--- src/rtl/ahb_mux_s2m.sv ---
// AHB slave-to-master return path: address decode to one-hot slave selects,
// data-phase owner tracking, read-data/ready/response return mux, and a
// default slave that answers unmapped accesses with a two-cycle ERROR.
module ahb_mux_s2m #(
  parameter logic [31:0] S1_BASE = 32'h0000_0000,
  parameter logic [31:0] S1_MASK = 32'hFFFF_0000,
  parameter logic [31:0] S2_BASE = 32'h1000_0000,
  parameter logic [31:0] S2_MASK = 32'hFFFF_0000,
  parameter logic [31:0] S3_BASE = 32'h2000_0000,
  parameter logic [31:0] S3_MASK = 32'hFFFF_0000
) (
  input  logic        H_clk,
  input  logic        H_rst,
  input  logic [31:0] H_addr_i,
  input  logic [1:0]  H_trans_i,
  input  logic [31:0] H_rdata_s1,
  input  logic [31:0] H_rdata_s2,
  input  logic [31:0] H_rdata_s3,
  input  logic        H_ready_s1,
  input  logic        H_ready_s2,
  input  logic        H_ready_s3,
  input  logic [1:0]  H_resp_s1,
  input  logic [1:0]  H_resp_s2,
  input  logic [1:0]  H_resp_s3,
  output logic        H_sel_s1,
  output logic        H_sel_s2,
  output logic        H_sel_s3,
  output logic [31:0] H_rdata_o,
  output logic        H_ready_o,
  output logic [1:0]  H_resp_o
);

  localparam logic [1:0] RESP_OKAY  = 2'b00;
  localparam logic [1:0] RESP_ERROR = 2'b01;

  typedef enum logic [2:0] {
    DSEL_NONE,
    DSEL_S1,
    DSEL_S2,
    DSEL_S3,
    DSEL_DEF
  } dsel_t;

  typedef enum logic [1:0] {
    DS_IDLE,
    DS_ERR1,
    DS_ERR2
  } ds_state_t;

  dsel_t     dsel_q, dsel_d;
  ds_state_t ds_q, ds_d;

  logic hit_s1, hit_s2, hit_s3;
  logic active;
  logic unmapped_capture;

  // Address-only decode; S1 > S2 > S3 on overlap keeps the selects one-hot.
  always_comb begin
    hit_s1   = (H_addr_i & S1_MASK) == S1_BASE;
    hit_s2   = (H_addr_i & S2_MASK) == S2_BASE;
    hit_s3   = (H_addr_i & S3_MASK) == S3_BASE;
    H_sel_s1 = hit_s1;
    H_sel_s2 = hit_s2 & ~hit_s1;
    H_sel_s3 = hit_s3 & ~hit_s1 & ~hit_s2;
  end

  // NONSEQ and SEQ both have trans[1] set; IDLE and BUSY carry no address phase.
  assign active           = H_trans_i[1];
  assign unmapped_capture = H_ready_o & active & ~(hit_s1 | hit_s2 | hit_s3);

  // Next data-phase owner: only re-sampled when the current data phase completes.
  always_comb begin
    // NOTE: every always_comb output gets a default first so no path leaves it unassigned (no latch).
    dsel_d = dsel_q;
    if (H_ready_o) begin
      if (!active)       dsel_d = DSEL_NONE;
      else if (H_sel_s1) dsel_d = DSEL_S1;
      else if (H_sel_s2) dsel_d = DSEL_S2;
      else if (H_sel_s3) dsel_d = DSEL_S3;
      else               dsel_d = DSEL_DEF;
    end
  end

  // Default-slave FSM: ERR1 stalls the bus, ERR2 completes the ERROR response.
  always_comb begin
    ds_d = ds_q;
    unique case (ds_q)
      DS_IDLE: if (unmapped_capture) ds_d = DS_ERR1;
      DS_ERR1: ds_d = DS_ERR2;
      DS_ERR2: ds_d = unmapped_capture ? DS_ERR1 : DS_IDLE;
      default: ds_d = DS_IDLE;
    endcase
  end

  // State registers; reset abandons any data phase in flight, including a pending ERR2.
  always_ff @(posedge H_clk) begin
    // NOTE: sequential state uses non-blocking assignments so all registers update together.
    if (H_rst) begin
      dsel_q <= DSEL_NONE;
      ds_q   <= DS_IDLE;
    end else begin
      dsel_q <= dsel_d;
      ds_q   <= ds_d;
    end
  end

  // Return mux: zero-latency pass-through of the data-phase owner's signals.
  always_comb begin
    H_rdata_o = '0;
    H_ready_o = 1'b1;
    H_resp_o  = RESP_OKAY;
    unique case (dsel_q)
      DSEL_S1: begin
        H_rdata_o = H_rdata_s1;
        H_ready_o = H_ready_s1;
        H_resp_o  = H_resp_s1;
      end
      DSEL_S2: begin
        H_rdata_o = H_rdata_s2;
        H_ready_o = H_ready_s2;
        H_resp_o  = H_resp_s2;
      end
      DSEL_S3: begin
        H_rdata_o = H_rdata_s3;
        H_ready_o = H_ready_s3;
        H_resp_o  = H_resp_s3;
      end
      DSEL_DEF: begin
        H_ready_o = (ds_q == DS_ERR2);
        H_resp_o  = RESP_ERROR;
      end
      default: ;
    endcase
  end

endmodule
--- config.mk ---
export PLATFORM = sky130hd
export DESIGN_NAME = ahb_mux_s2m
export DESIGN_NICKNAME = d
export VERILOG_FILES = /design/src/rtl/ahb_mux_s2m.sv
export SDC_FILE = /design/constraint.sdc
export NUM_CORES = 1
export LEC_CHECK = 0
export ABC_AREA = 1
export CAP_MARGIN = 20
export CELL_PAD_IN_SITES_DETAIL_PLACEMENT = 1
export CELL_PAD_IN_SITES_GLOBAL_PLACEMENT = 2
export CORE_ASPECT_RATIO = 0.9
export CORE_MARGIN = 2
export CORE_UTILIZATION = 10
export DETAILED_ROUTE_END_ITERATION = 16
export GPL_TIMING_DRIVEN = 0
export MAX_ROUTING_LAYER = met4
export PLACE_DENSITY = 0.95
export SLEW_MARGIN = 25
export SYNTH_ARGS = -nofsm -noshare
export SYNTH_HDL_FRONTEND = slang
export SYNTH_SLANG_ARGS = --single-unit
--- constraint.sdc ---
create_clock -name H_clk -period 1.62 [get_ports H_clk]
set_clock_uncertainty 0.1 [all_clocks]
set_input_delay 0.324 -clock H_clk [delete_from_list [all_inputs] [get_ports H_clk]]
set_output_delay 0.324 -clock H_clk [all_outputs]
set_load 0.02 [all_outputs]
==> flow_metrics.env <==
export IMPL_gr_usage_all_layers_pct=13.8
export IMPL_gp_congestion=0.718
export IMPL_fin_area_um2=3830
export IMPL_rows=33
export IMPL_drt_initial_drc_count=42
export IMPL_grt_max_degree=11
export IMPL_vdd_drop_max_uv=247
export IMPL_synth_nets=332
export IMPL_drv_cap=0
export IMPL_setup_slack_ps=-270
export IMPL_die_y_um=96.6
export IMPL_yosys_area_top_type_share_pct=37.0
export IMPL_async_reset_ff_share_pct=0
export IMPL_max_clock_path_buffers=2
export IMPL_insertedDiodeCount=0
export IMPL_ys_ff_latch=5
export IMPL_overflow=0
export IMPL_power_density_nw_per_um2=201
export IMPL_max_slew_margin_rel_pct=84.5
export IMPL_drt_vias_per_instance=4.23
export IMPL_outcome="finished with violations"
export IMPL_ys_seq_area_share_pct=10.5
export IMPL_crit_top_cell="buf_6"
export IMPL_timing_rr_start="dsel_q[0]$_SDFFE_PP0N_"
export IMPL_clock_sinks=5
export IMPL_die_area_um2=10300
export IMPL_cp_slowest_cell="dfxtp_4"
export IMPL_drtPass1Iterations=4
export IMPL_vias=2171
export IMPL_fin_crit_ps=1890
export IMPL_fin_util_pct=41.6
export IMPL_syn_inst=191
export IMPL_setup_viol=35
export IMPL_grt_first_pass_wirelength_um=11200
export IMPL_holdCritPathClass="reg -> reg"
export IMPL_synth_edf_count=0
export IMPL_synth_top_cells_by_count="nand2_1, a22oi_1, nand3_1"
export IMPL_cellLeakagePower_uw=0.00177
export IMPL_dp_cells=474
export IMPL_cp_startpoint="dsel_q[1]$_SDFFE_PP0N_"
export IMPL_drt_wl_total_um=8180
export IMPL_drive_gt1_share_pct=52.4
export IMPL_crit_type="reg -> out"
export IMPL_syn_area_um2=953
export IMPL_whs_ps=331
export IMPL_root_buffer="clkbuf_8"
export IMPL_finalSetupTns_ps=-8000
export IMPL_yosys_warnings=0
export IMPL_synth_area_top_cells="nand2_1, a22oi_1, dfxtp_1, nand3_1, nor2_1"
export IMPL_finalMaxSlewViolations=0
export IMPL_cts_buffers=3
export IMPL_clk_pin_slew_ps=30
export IMPL_synthDistinctLibCells=19
export IMPL_worstPathRequired_ps=1200
export IMPL_hpwl_um=5620
export IMPL_violations="setup timing"
export IMPL_arrival_ps=1470
export IMPL_portBuffers=161
export IMPL_place_area_um2=2720
export IMPL_wl_per_cell_um=15.9
export IMPL_die_width_um=107
export IMPL_grt_antenna_before_repair=0
export IMPL_nNetsFinal=533
export IMPL_cts_hold_fix_buffers=0
export IMPL_coreArea_um2=9210
export IMPL_ff2ff_setup_slack_ps=30
export IMPL_path_cells="buf_6 > nor3_4 > buf_12 > clkbuf_16 > a22oi_2 > nand2_1 > buf_6"
export IMPL_fmax_mhz=529
export IMPL_period_share_pct=117
export IMPL_end_kind="primary output"
export IMPL_drcViolationCount=0
export IMPL_postRouteAntennaNets=0
export IMPL_area_delta_synth_final_pct=302
export IMPL_start_kind="register"
export IMPL_tritoncts="yes"
export IMPL_h_tree_depth=1
export IMPL_worst_pin_slew_ps=232
export IMPL_initial_core_util_pct=10.4
export IMPL_crit_path_max_fanout=8
export IMPL_synth_top_area_cell="nand2_1"
export IMPL_critical_path_max_stage_delay_ps=370
export IMPL_syn_avg_cell_area_um2=4.99
export IMPL_final_cells=513
export IMPL_min_from="ds_q[1]$_SDFFE_PP0P_"
export IMPL_boundaryPins=179
export IMPL_hold_violations=0
export IMPL_clk_latency_ps=220
export IMPL_rsz0062_at_grt="yes"
export IMPL_grt_pass1_vias=2294
export IMPL_ys_flop_type="dfxtp_1"
export IMPL_synth_most_common_cell="nand2_1"
what timing repair did:
item | in CTS | in global routing
gates cloned | 4 | 4
pin swaps | 27 | 37
buffers inserted | 22 | 6
gates resized for setup | 348 | 111
setup endpoints to repair | 38 | 42
area by class of cell:
cell class / count / area (µm²)
clock buffer: 4 / 45.0
multi-input combinational: 164 / 1240
fill: 1088 / 5380
tap: 122 / 153
sequential: 5 / 111
buffer: 9 / 180
timing repair inverter: 1 / 6.26
timing repair buffer: 195 / 2030
inverter: 13 / 68.8
metal layers:
| layer | global-route usage (%) | vias to the layer above | part of all wire (%) | wire length, µm |
|---|---|---|---|---|
| met5 | - | - | 0 | 0 |
| met4 | 1.50 | 0 | 0.60 | 49 |
| met3 | 2.90 | 6 | 6.5 | 532 |
| met2 | 26.7 | 99 | 55 | 4510 |
| met1 | 14.8 | 1025 | 38 | 3090 |
| li1 | - | 1041 | - | - |
state kept, by name, indices dropped and copies added (netlist names):
name	flops
dsel_q	3
ds_q	2
cell families after synthesis:
family / Yosys count / share of synthesized area (%)
AOI/OAI and AO/OA: 29 / 21.9
buffers and inverters: 22 / 9.45
DFF: 5 / 10.5
and+or+nand+nor: 135 / 58.1
placed cells by master (no fill, tap or decap), types with 2 or more instances in the layout:
cell type and instances:
clkdlybuf4s50_1 107, nand2_1 49, buf_6 47, nand2_2 27, a22oi_2 22, buf_4 19
nand2_4 18, nand3_2 13, nor2_2 7, clkdlybuf4s15_1 7, nor2_4 6, clkbuf_16 6
inv_2 5, buf_12 5, clkbuf_8 5, inv_4 4, nand3_1 4, buf_8 4
clkbuf_2 4, inv_1 3, nand4_1 3, nor2_1 3, dfxtp_4 3, a22oi_1 2
a21oi_1 2, dfxtp_1 2, buf_2 2
worst paths after layout:
kind / cells after the start / end
max: 7 / H_resp_o[1]
min: 1 / ds_q[1]$_SDFFE_PP0P_
max reg2reg: 10 / dsel_q[2]$_SDFFE_PP0N_
min reg2reg: 1 / ds_q[1]$_SDFFE_PP0P_
per-stage QoR:
stage	total power (µW)	setup slack [ps]
finish	769	-270
global route	810	-327
CTS	727	-253
detailed placement	480	-921
global placement	473	-883
floorplan	164	-1.03
worst max-delay path: cells and delay by family, from the launching register on:
kind | cells | cell delay, ps
AND/OR/NAND/NOR | 2 | 220
flip-flops | 1 | 370
buffers and inverters | 4 | 590
AO/OA/AOI/OAI | 1 | 60
report_power, final:
group          leakage, µW  internal [µW]  switching (µW)
clock network    0.0000228            169            56.9
registers        0.0000431            125            6.59
logic              0.00171            290             123
total              0.00177            583             186
No activity file was read; power rests on OpenSTA's default activity.
